--- config.mk ---
export PLATFORM = sky130hd
export DESIGN_NAME = led_pwm_fader
export DESIGN_NICKNAME = d
export VERILOG_FILES = /design/src/rtl/led_pwm_fader_pkg.sv /design/src/rtl/led_fade_channel.sv /design/src/rtl/led_pwm_fader.sv
export SDC_FILE = /design/constraint.sdc
export NUM_CORES = 1
export LEC_CHECK = 0
export ABC_AREA = 1
export BUFFER_PORTS_ARGS = -buffer_cell sky130_fd_sc_hd__buf_4
export CELL_PAD_IN_SITES_DETAIL_PLACEMENT = 1
export CELL_PAD_IN_SITES_GLOBAL_PLACEMENT = 2
export CORE_UTILIZATION = 38
export CTS_CLUSTER_SIZE = 20
export DETAILED_ROUTE_END_ITERATION = 10
export PLACE_DENSITY = 0.83
export SETUP_SLACK_MARGIN = 0.02
export SLEW_MARGIN = 0
export SYNTH_ARGS = -nofsm -noshare
export SYNTH_HDL_FRONTEND = slang
export SYNTH_SLANG_ARGS = --single-unit
--- constraint.sdc ---
create_clock -name clk -period 3.55 [get_ports clk]
set_input_delay 0.5325 -clock clk [delete_from_list [all_inputs] [get_ports clk]]
set_output_delay 0.5325 -clock clk [all_outputs]
set_load 0.01 [all_outputs]
--- src/rtl/led_pwm_fader_pkg.sv ---
// Shared constants for the LED PWM fader.
// Optional fade_busy output is enabled with LED_PWM_FADER_BUSY_EN.
package led_pwm_fader_pkg;

    localparam int DEF_WIDTH      = 18;
    localparam int DEF_LEVEL_BITS = 4;
    localparam int DEF_STEP_DIV   = 250000;

    typedef logic [DEF_LEVEL_BITS-1:0] level_t;

    function automatic int level_max(input int bits);
        return (1 << bits) - 1;
    endfunction

endpackage

--- src/rtl/led_fade_channel.sv ---
// One LED channel: saturating brightness level and PWM compare.
// Adds a per-channel busy flag when LED_PWM_FADER_BUSY_EN is defined.
module led_fade_channel
    import led_pwm_fader_pkg::*;
#(
    parameter int LEVEL_BITS = DEF_LEVEL_BITS
)
(
    input  logic                  clk,
    input  logic                  reset_n,
    input  logic                  step,
    input  logic                  target,
    input  logic [LEVEL_BITS-1:0] pwm_cnt,
`ifdef LED_PWM_FADER_BUSY_EN
    output logic                  busy,
`endif
    output logic                  drive
);

    localparam logic [LEVEL_BITS-1:0] LMAX =
        LEVEL_BITS'(level_max(LEVEL_BITS));
    localparam logic [LEVEL_BITS-1:0] ONE = LEVEL_BITS'(1);

    logic [LEVEL_BITS-1:0] r_level;
    logic                  r_drive;
    logic                  w_up;
    logic                  w_dn;

    assign w_up  = target & (r_level != LMAX);
    assign w_dn  = ~target & (r_level != '0);
    assign drive = r_drive;

    always_ff @(posedge clk or negedge reset_n) begin
        if (!reset_n) begin
            r_level <= '0;
            r_drive <= 1'b0;
        end else begin
            if (step && w_up)
                r_level <= r_level + ONE;
            else if (step && w_dn)
                r_level <= r_level - ONE;
            r_drive <= (r_level > pwm_cnt);
        end
    end

`ifdef LED_PWM_FADER_BUSY_EN
    logic r_busy;

    always_ff @(posedge clk or negedge reset_n) begin
        if (!reset_n)
            r_busy <= 1'b0;
        else
            r_busy <= w_up | w_dn;
    end

    assign busy = r_busy;
`endif

endmodule

--- src/rtl/led_pwm_fader.sv ---
// PWM fader between the red-LED PIO register and the LED pins.
// Define LED_PWM_FADER_BUSY_EN to add the fade_busy output.
module led_pwm_fader
    import led_pwm_fader_pkg::*;
#(
    parameter int WIDTH      = DEF_WIDTH,
    parameter int LEVEL_BITS = DEF_LEVEL_BITS,
    parameter int STEP_DIV   = DEF_STEP_DIV
)
(
    input  logic             clk,
    input  logic             reset_n,
    input  logic [WIDTH-1:0] led_in,
`ifdef LED_PWM_FADER_BUSY_EN
    output logic             fade_busy,
`endif
    output logic [WIDTH-1:0] led_out
);

    localparam int PW = (STEP_DIV > 1) ? $clog2(STEP_DIV) : 1;
    localparam logic [PW-1:0] PRESC_LAST = PW'(STEP_DIV - 1);
    localparam logic [LEVEL_BITS-1:0] PWM_LAST =
        LEVEL_BITS'(level_max(LEVEL_BITS) - 1);

    logic [WIDTH-1:0]      r_led_q;
    logic [PW-1:0]         r_presc;
    logic [LEVEL_BITS-1:0] r_pwm_cnt;
    logic                  w_step;

    assign w_step = (r_presc == PRESC_LAST);

    always_ff @(posedge clk or negedge reset_n) begin
        if (!reset_n) begin
            r_led_q   <= '0;
            r_presc   <= '0;
            r_pwm_cnt <= '0;
        end else begin
            r_led_q   <= led_in;
            r_presc   <= w_step ? '0 : r_presc + PW'(1);
            r_pwm_cnt <= (r_pwm_cnt == PWM_LAST) ? '0
                       : r_pwm_cnt + LEVEL_BITS'(1);
        end
    end

`ifdef LED_PWM_FADER_BUSY_EN
    logic [WIDTH-1:0] w_busy;
    assign fade_busy = |w_busy;
`endif

    for (genvar g = 0; g < WIDTH; g++) begin : g_ch
        led_fade_channel #(
            .LEVEL_BITS (LEVEL_BITS)
        ) u_ch (
            .clk     (clk),
            .reset_n (reset_n),
            .step    (w_step),
            .target  (r_led_q[g]),
            .pwm_cnt (r_pwm_cnt),
`ifdef LED_PWM_FADER_BUSY_EN
            .busy    (w_busy[g]),
`endif
            .drive   (led_out[g])
        );
    end

endmodule

==> results.ini, run 1 <==
[outcome]
status=complete, no violations

[grt]
grt_overflow_total=0
grt_pass1_vias=7638
antenna_found_initial=0
grt_max_degree=63
grt.total_usage_pct=19.6
grt_pass1_wl_mm=37.6

[critical_path]
crit_slowest_cell=or2_2
critPathLaunch=r_presc[0]$_DFF_PN0_
required_ps=3840
crit_buf_inv=1
reg2reg_slack_ps=740
path_max_fanout=7
end_kind=register
worstPathCellList=ha_1 -> nand3_2 -> inv_2 -> nand3_1 -> or2_2 -> ha_1 -> a21oi_1 -> nand2_1 -> xor2_1 -> o21ai_0 -> nand2_1
timing.rr.end=g_ch[8].u_ch.r_level[3]$_DFFE_PN0P_
worst_ep_arrival_time_ps=3100
reg2reg_depth=11
critPathTopFamily=simple AND/OR/NAND/NOR gates
r2r_start=r_presc[0]$_DFF_PN0_
max_stage_delay_ps=440
path_class=register to register
worst_setup_path_start_kind=register

[layout]
fillers=2756
utilization_pct=44.7
syn_to_final_growth_pct=13.7
seq_area_mm2=0.00325
diodes=0
drive_gt1_share_pct=8.51
stdcell_area_mm2=0.0102
finalNetCount=1298
multi_input_area_mm2=0.00500

[detailed_routing]
drt_iter0_drc=253
drc=0
first_pass_iters=6
viasPerCell=4.83
ant_nets=0
num_vias=7135
wl_per_cell_um=14.6
drt-total-wl_mm=21.5

[sta]
post-route-period-util_pct=79.3
min_period_ps=2810
setup_violations=0
hold_ws_ps=111
tightest_slew_ps=708
rsz0062_at_grt=false
timing.setup.tns_ps=0
finClkSkew_ps=9.70
relSlewSlack_pct=52.8
fmax_mhz=355
hold_viol=0
slew_viol_final=0

[floorplan]
ios=38
die-area_mm2=0.0243
initial_core_util_pct=39.3
rows=55
fp.dieW_um=156
core_mm2=0.0229
die_h_um=156

[hold_path]
hp-class=input port to asynchronous set/reset pin

[run]
drv_cap=0

[clock_network]
htreeDepth=4
holdBufCountCts=0
cts_tree=yes
cts_resized=0
cts_buffers=17
clock_latency_ps=420
post_cts_buffers=0
clockBufferDepth=2
cts_root_buffer=clkbuf_16
cts.sinks=130
clkTransAtPathRegs_ps=60

[placement]
routabilityCongestion=0.767
place_hpwl_mm=15.8
place_area_mm2=0.00958
io_buffers=37

[synth]
synth_area_mm2=0.00900
synth_cell_types=31
yosysTopAreaCell=dfrtp_1
netlist_top_cells_area=dfrtp_1 36%, ha_1 15%, nand2_1 12%
yosysWarnings=0
synthCells=1110
avgSynthCellArea_um2=8.10
synth_top_area_share_pct=36.2
synth_nets=1257
synth-seq-cells=130
yosysSeqAreaShare_pct=36.2

[power]
power_density_mw_per_mm2=348
p_leak_nw=5.40
vdd_drop_max_mv=0.240

[logic make-up after synthesis]
group | Yosys count | share of synthesized area (%)
xor gates and xnor gates | 65 | 6.33
DFF | 130 | 36.2
and+or+nand+nor | 501 | 22.8
buffers and inverters | 172 | 8.21
adders and majority gates | 127 | 19.2
AOI/OAI and AO/OA | 115 | 7.36
[worst max path at each step]
stage,depth (start not counted),end,slack [ps]
global placement,12,g_ch[3].u_ch.r_level[3]$_DFFE_PN0P_,940
global route,11,g_ch[8].u_ch.r_level[3]$_DFFE_PN0P_,540
finish,11,g_ch[8].u_ch.r_level[3]$_DFFE_PN0P_,740
CTS,11,g_ch[8].u_ch.r_level[3]$_DFFE_PN0P_,710
detailed placement,11,g_ch[8].u_ch.r_level[3]$_DFFE_PN0P_,770
floorplan,14,g_ch[6].u_ch.r_level[3]$_DFFE_PN0P_,1020
[registers in the layout (all words and copies together) (netlist names)]
name / cells
g_ch.u_ch.drive: 18
r_pwm_cnt: 4
g_ch.u_ch.r_level: 72
r_presc: 18
r_led_q: 18
[cell type report]
type | count | share of cell area (%)
clock buffer | 22 | 4.63
clock inverter | 10 | 1.75
inverter | 148 | 5.43
multi-input combinational | 808 | 48.9
sequential | 130 | 31.8
tap | 313 | 3.83
timing repair buffer | 46 | 3.66
[cell usage after synthesis]
master	count
o21a_1	1
or2_2	4
o21ai_1	13
nand2_2	1
o211ai_1	1
xor2_1	40
a21oi_2	1
dfrtp_1	130
nor2_2	4
nand2_1	295
ha_1	109
nor2_1	119
o21bai_1	7
nand3b_1	2
a22oi_1	6
nor3_1	14
clkinv_1	2
buf_4	20
buf_6	2
nand4_1	8
a21oi_1	32
xnor2_1	25
inv_2	7
a32oi_1	12
nor2_4	3
fa_1	18
inv_1	139
nand3_2	3
nand3_1	48
buf_2	2
o21ai_0	42
[worst register-to-register path, cell delays in order (launching register included)]
cell,delay [ps]
dfrtp_1,410
ha_1,220
nand3_2,130
inv_2,110
nand3_1,320
or2_2,440
ha_1,330
a21oi_1,160
nand2_1,90
xor2_1,160
o21ai_0,240
nand2_1,100
[power by group]
part / switching, mW / total, mW / internal (mW) / leakage [nW]
Sequential: 0.00369 / 1.50 / 1.49 / 1.76
Clock: 0.675 / 1.97 / 1.30 / 0.324
Combinational: 0.0649 / 0.0926 / 0.0277 / 3.32
Total: 0.743 / 3.56 / 2.82 / 5.40
[cell usage in the layout (no fill, tap or decap), drive strengths merged]
cell type	synthesis	final
clkinv	2	7
o21bai	7	7
a22oi	6	6
buf	24	46
nand2	296	296
a32oi	12	12
nand4	8	8
ha	109	109
nand3	51	51
o21a	1	1
bufinv	0	5
fa	18	18
clkbuf	0	22
nand3b	2	2
xnor2	25	25
nor2	126	126
dfrtp	130	130
o21ai	55	55
nor3	14	14
xor2	40	40
inv	146	146
a21oi	33	33
or2	4	4
o211ai	1	1
[per-stage QoR]
step	total power, mW	setup WS [ps]	instances
2_1_floorplan	1.56	1020	1110
3_3_place_gp	1.62	935	1445
3_5_place_dp	1.62	771	1445
4_1_cts	3.63	710	1477
5_1_grt	3.70	545	1477
6_report	3.56	736	1477
[routing by layer]
metal	global-route usage, %	share of wire (%)	wire (um)
met1	25.3	47	10200
met2	34.0	49	10600
met3	3.19	2.0	428
met4	4.95	1.2	250
met5	0	0	0
Note: power is estimated with default switching activity, not from simulation.
==> inputs of run 2 (changes only) <==
==> constraint.sdc (replaced) <==
create_clock -name clk -period 2.7 [get_ports clk]
set_input_delay 0.405 -clock clk [delete_from_list [all_inputs] [get_ports clk]]
set_output_delay 0.405 -clock clk [all_outputs]
set_load 0.01 [all_outputs]
==> run 2 against run 1 <==
Compared with the run above: combinational power up 35%; sequential share of layout area decreased by 0.91 points; count of clock-buffer cells in the layout is 1 lower; die area did not move; register-to-register slack worse by 530 ps; power rose by 27%; routed wire length is 1.8% higher; final cell count up 0.95%; sequential power rose by 31%; first-iteration DRC count fell by 22%; flip-flop and latch count unchanged; clock power up 23%; largest power group unchanged.
==> results.ini, run 2 (same netlist as run 1, synthesis figures left out) <==
[clock_network]
htreeDepth=4  ; unchanged
cts_root_buffer=clkbuf_16
clock_latency_ps=430  ; about the same
clockBufferDepth=2  ; unchanged
cts_tree=yes
cts_buffers=17  ; unchanged
clkTransAtPathRegs_ps=60  ; about the same
cts.sinks=130  ; unchanged

[hold_path]
hp-class=input port to register
min_to=r_led_q[1]$_DFF_PN0_
hold_path_depth=1
hold_start=led_in[1]

[layout]
layout_commonest_cell=nand2_1
finalNetCount=1313  ; +1.2%
drive_gt1_share_pct=11.9  ; +3.4 points
syn_to_final_growth_pct=17.1
top_register=g_ch.u_ch.r_level
diodes=0  ; unchanged
layout.cells.non_filler=1491  ; +0.95%
layout_common_cells=287 x nand2_1, 139 x inv_1, 130 x dfrtp_1
largest_reg_flops=72  ; unchanged
fillers=2806  ; +1.8%

[sta]
setup_violations=0  ; unchanged
relSlewSlack_pct=45.4  ; -7.3 points
slew_viol_final=0  ; unchanged
hold_ws_ps=75.5  ; -35.9 ps
finClkSkew_ps=8.16  ; -1.54 ps
tightest_slew_ps=818  ; +111 ps
rsz0062_at_grt=false
setup_ws_ps=205  ; -531 ps
timing.setup.tns_ps=0  ; unchanged
min_period_ps=2490  ; -319 ps
hold_viol=0  ; unchanged
post-route-period-util_pct=92.4  ; +13 points
fmax_mhz=401  ; +13%

[critical_path]
worst_ep_arrival_time_ps=2850  ; -250 ps
path_max_fanout=13  ; +6
timing.rr.end=g_ch[14].u_ch.r_level[3]$_DFFE_PN0P_
required_ps=3050  ; -790 ps
worst_setup_path_start_kind=register
r2r_start=r_presc[1]$_DFF_PN0_
max_stage_delay_ps=400  ; -40 ps
crit_slowest_cell=dfrtp_1
reg2reg_depth=14  ; +3
path_class=register to register
worstPathCellList=ha_4 -> nand3_4 -> inv_4 -> nand3_2 -> nor2_4 -> buf_6 -> buf_12 -> nand2_2 -> ha_4 -> a21oi_1 -> nand2_1 -> xor2_1 -> nor2_1 -> xor2_1
reg2reg_slack_ps=210  ; -530 ps
crit_buf_inv=3  ; +2
critPathTopFamily=simple AND/OR/NAND/NOR gates
end_kind=register

[detailed_routing]
wl_per_cell_um=14.7  ; +0.83%
viasPerCell=4.90  ; +1.5%
drt-total-wl_mm=21.9  ; +1.8%
drc=0  ; unchanged
first_pass_iters=4  ; -2
num_vias=7308  ; +2.4%
drt_iter0_drc=197  ; -22%
ant_nets=0  ; unchanged

[placement]
routabilityCongestion=0.772  ; +0.61%
place_hpwl_mm=15.7  ; -0.90%
io_buffers=37  ; unchanged
placed_cells=1455  ; +0.69%
dpl_worst_slack_ps=32.0  ; -739 ps

[power]
vdd_drop_max_mv=0.252  ; +5.0%
finalPower_mw=4.52  ; +27%
power_density_mw_per_mm2=429  ; +23%
p_leak_nw=5.46  ; +1.3%

[outcome]
status=complete, no violations

[grt]
antenna_found_initial=0  ; unchanged
grt.total_usage_pct=19.4  ; -0.22 points
grt_overflow_total=0  ; unchanged
grt_max_degree=56  ; -11%
grt_pass1_wl_mm=37.5  ; -0.26%
grt_pass1_vias=7784  ; +1.9%

[floorplan]
die_h_um=156  ; unchanged
die-area_mm2=0.0243  ; unchanged
rows=55  ; unchanged
fp.dieW_um=156  ; unchanged
ios=38  ; unchanged
core_mm2=0.0229  ; unchanged
initial_core_util_pct=39.3  ; unchanged

[run]
drv_cap=0  ; unchanged

[run 2: per-stage QoR]
stage               area [um2]  util [%]
finish                   10500      46.0
global route             10500      46.0
CTS                      10300      44.8
detailed placement        9650      42.1
global placement          9650      42.1
floorplan                 9000         -
[run 2: how the worst max path moves through the flow]
| stage | startpoint | endpoint | depth (start not counted) |
|---|---|---|---|
| after CTS | r_presc[1]$_DFF_PN0_ | g_ch[14].u_ch.r_level[3]$_DFFE_PN0P_ | 13 |
| after detailed placement | r_presc[5]$_DFF_PN0_ | g_ch[3].u_ch.r_level[3]$_DFFE_PN0P_ | 12 |
| after global placement | r_presc[5]$_DFF_PN0_ | g_ch[16].u_ch.r_level[3]$_DFFE_PN0P_ | 12 |
| final | r_presc[1]$_DFF_PN0_ | g_ch[14].u_ch.r_level[3]$_DFFE_PN0P_ | 14 |
| after global routing | r_presc[1]$_DFF_PN0_ | g_ch[12].u_ch.r_level[3]$_DFFE_PN0P_ | 15 |
| after floorplan | r_presc[0]$_DFF_PN0_ | g_ch[6].u_ch.r_level[3]$_DFFE_PN0P_ | 14 |
[run 2: cell type report]
cell class / instances / area (um2) / area share, %
clock buffers: 21 / 470 / 4.47
inverters: 148 / 558 / 5.30
well taps: 313 / 392 / 3.72
clock inverters: 10 / 133 / 1.26
multi-input cells: 808 / 5220 / 49.5
flip-flops and latches: 130 / 3250 / 30.9
repair buffers: 61 / 510 / 4.85
[run 2: routing by layer]
metal | up-vias | GRT usage, % | share of wire, %
met5 | - | 0 | 0
met4 | 0 | 4.48 | 0.89
met3 | 16 | 3.53 | 1.8
met2 | 48 | 34.5 | 50
met1 | 3589 | 24.2 | 47
li1 | 3655 | - | -
[run 2: what timing repair did]
| action | 4_1_cts | 5_1_grt |
|---|---|---|
| resized for setup | 1 | 31 |
| setup buffers | 0 | 3 |
| hold buffers | 1 | 0 |
| endpoints found under the setup margin | 3 | 16 |
| gates cloned | 0 | 1 |
| pin swaps | 0 | 2 |
| hold endpoints to repair | 52 | 0 |
[run 2: where the power goes]
group	internal [mW]	switching [mW]	total, mW
logic	0.0384	0.0869	0.125
registers	1.96	0.00586	1.97
clock network	1.51	0.917	2.43
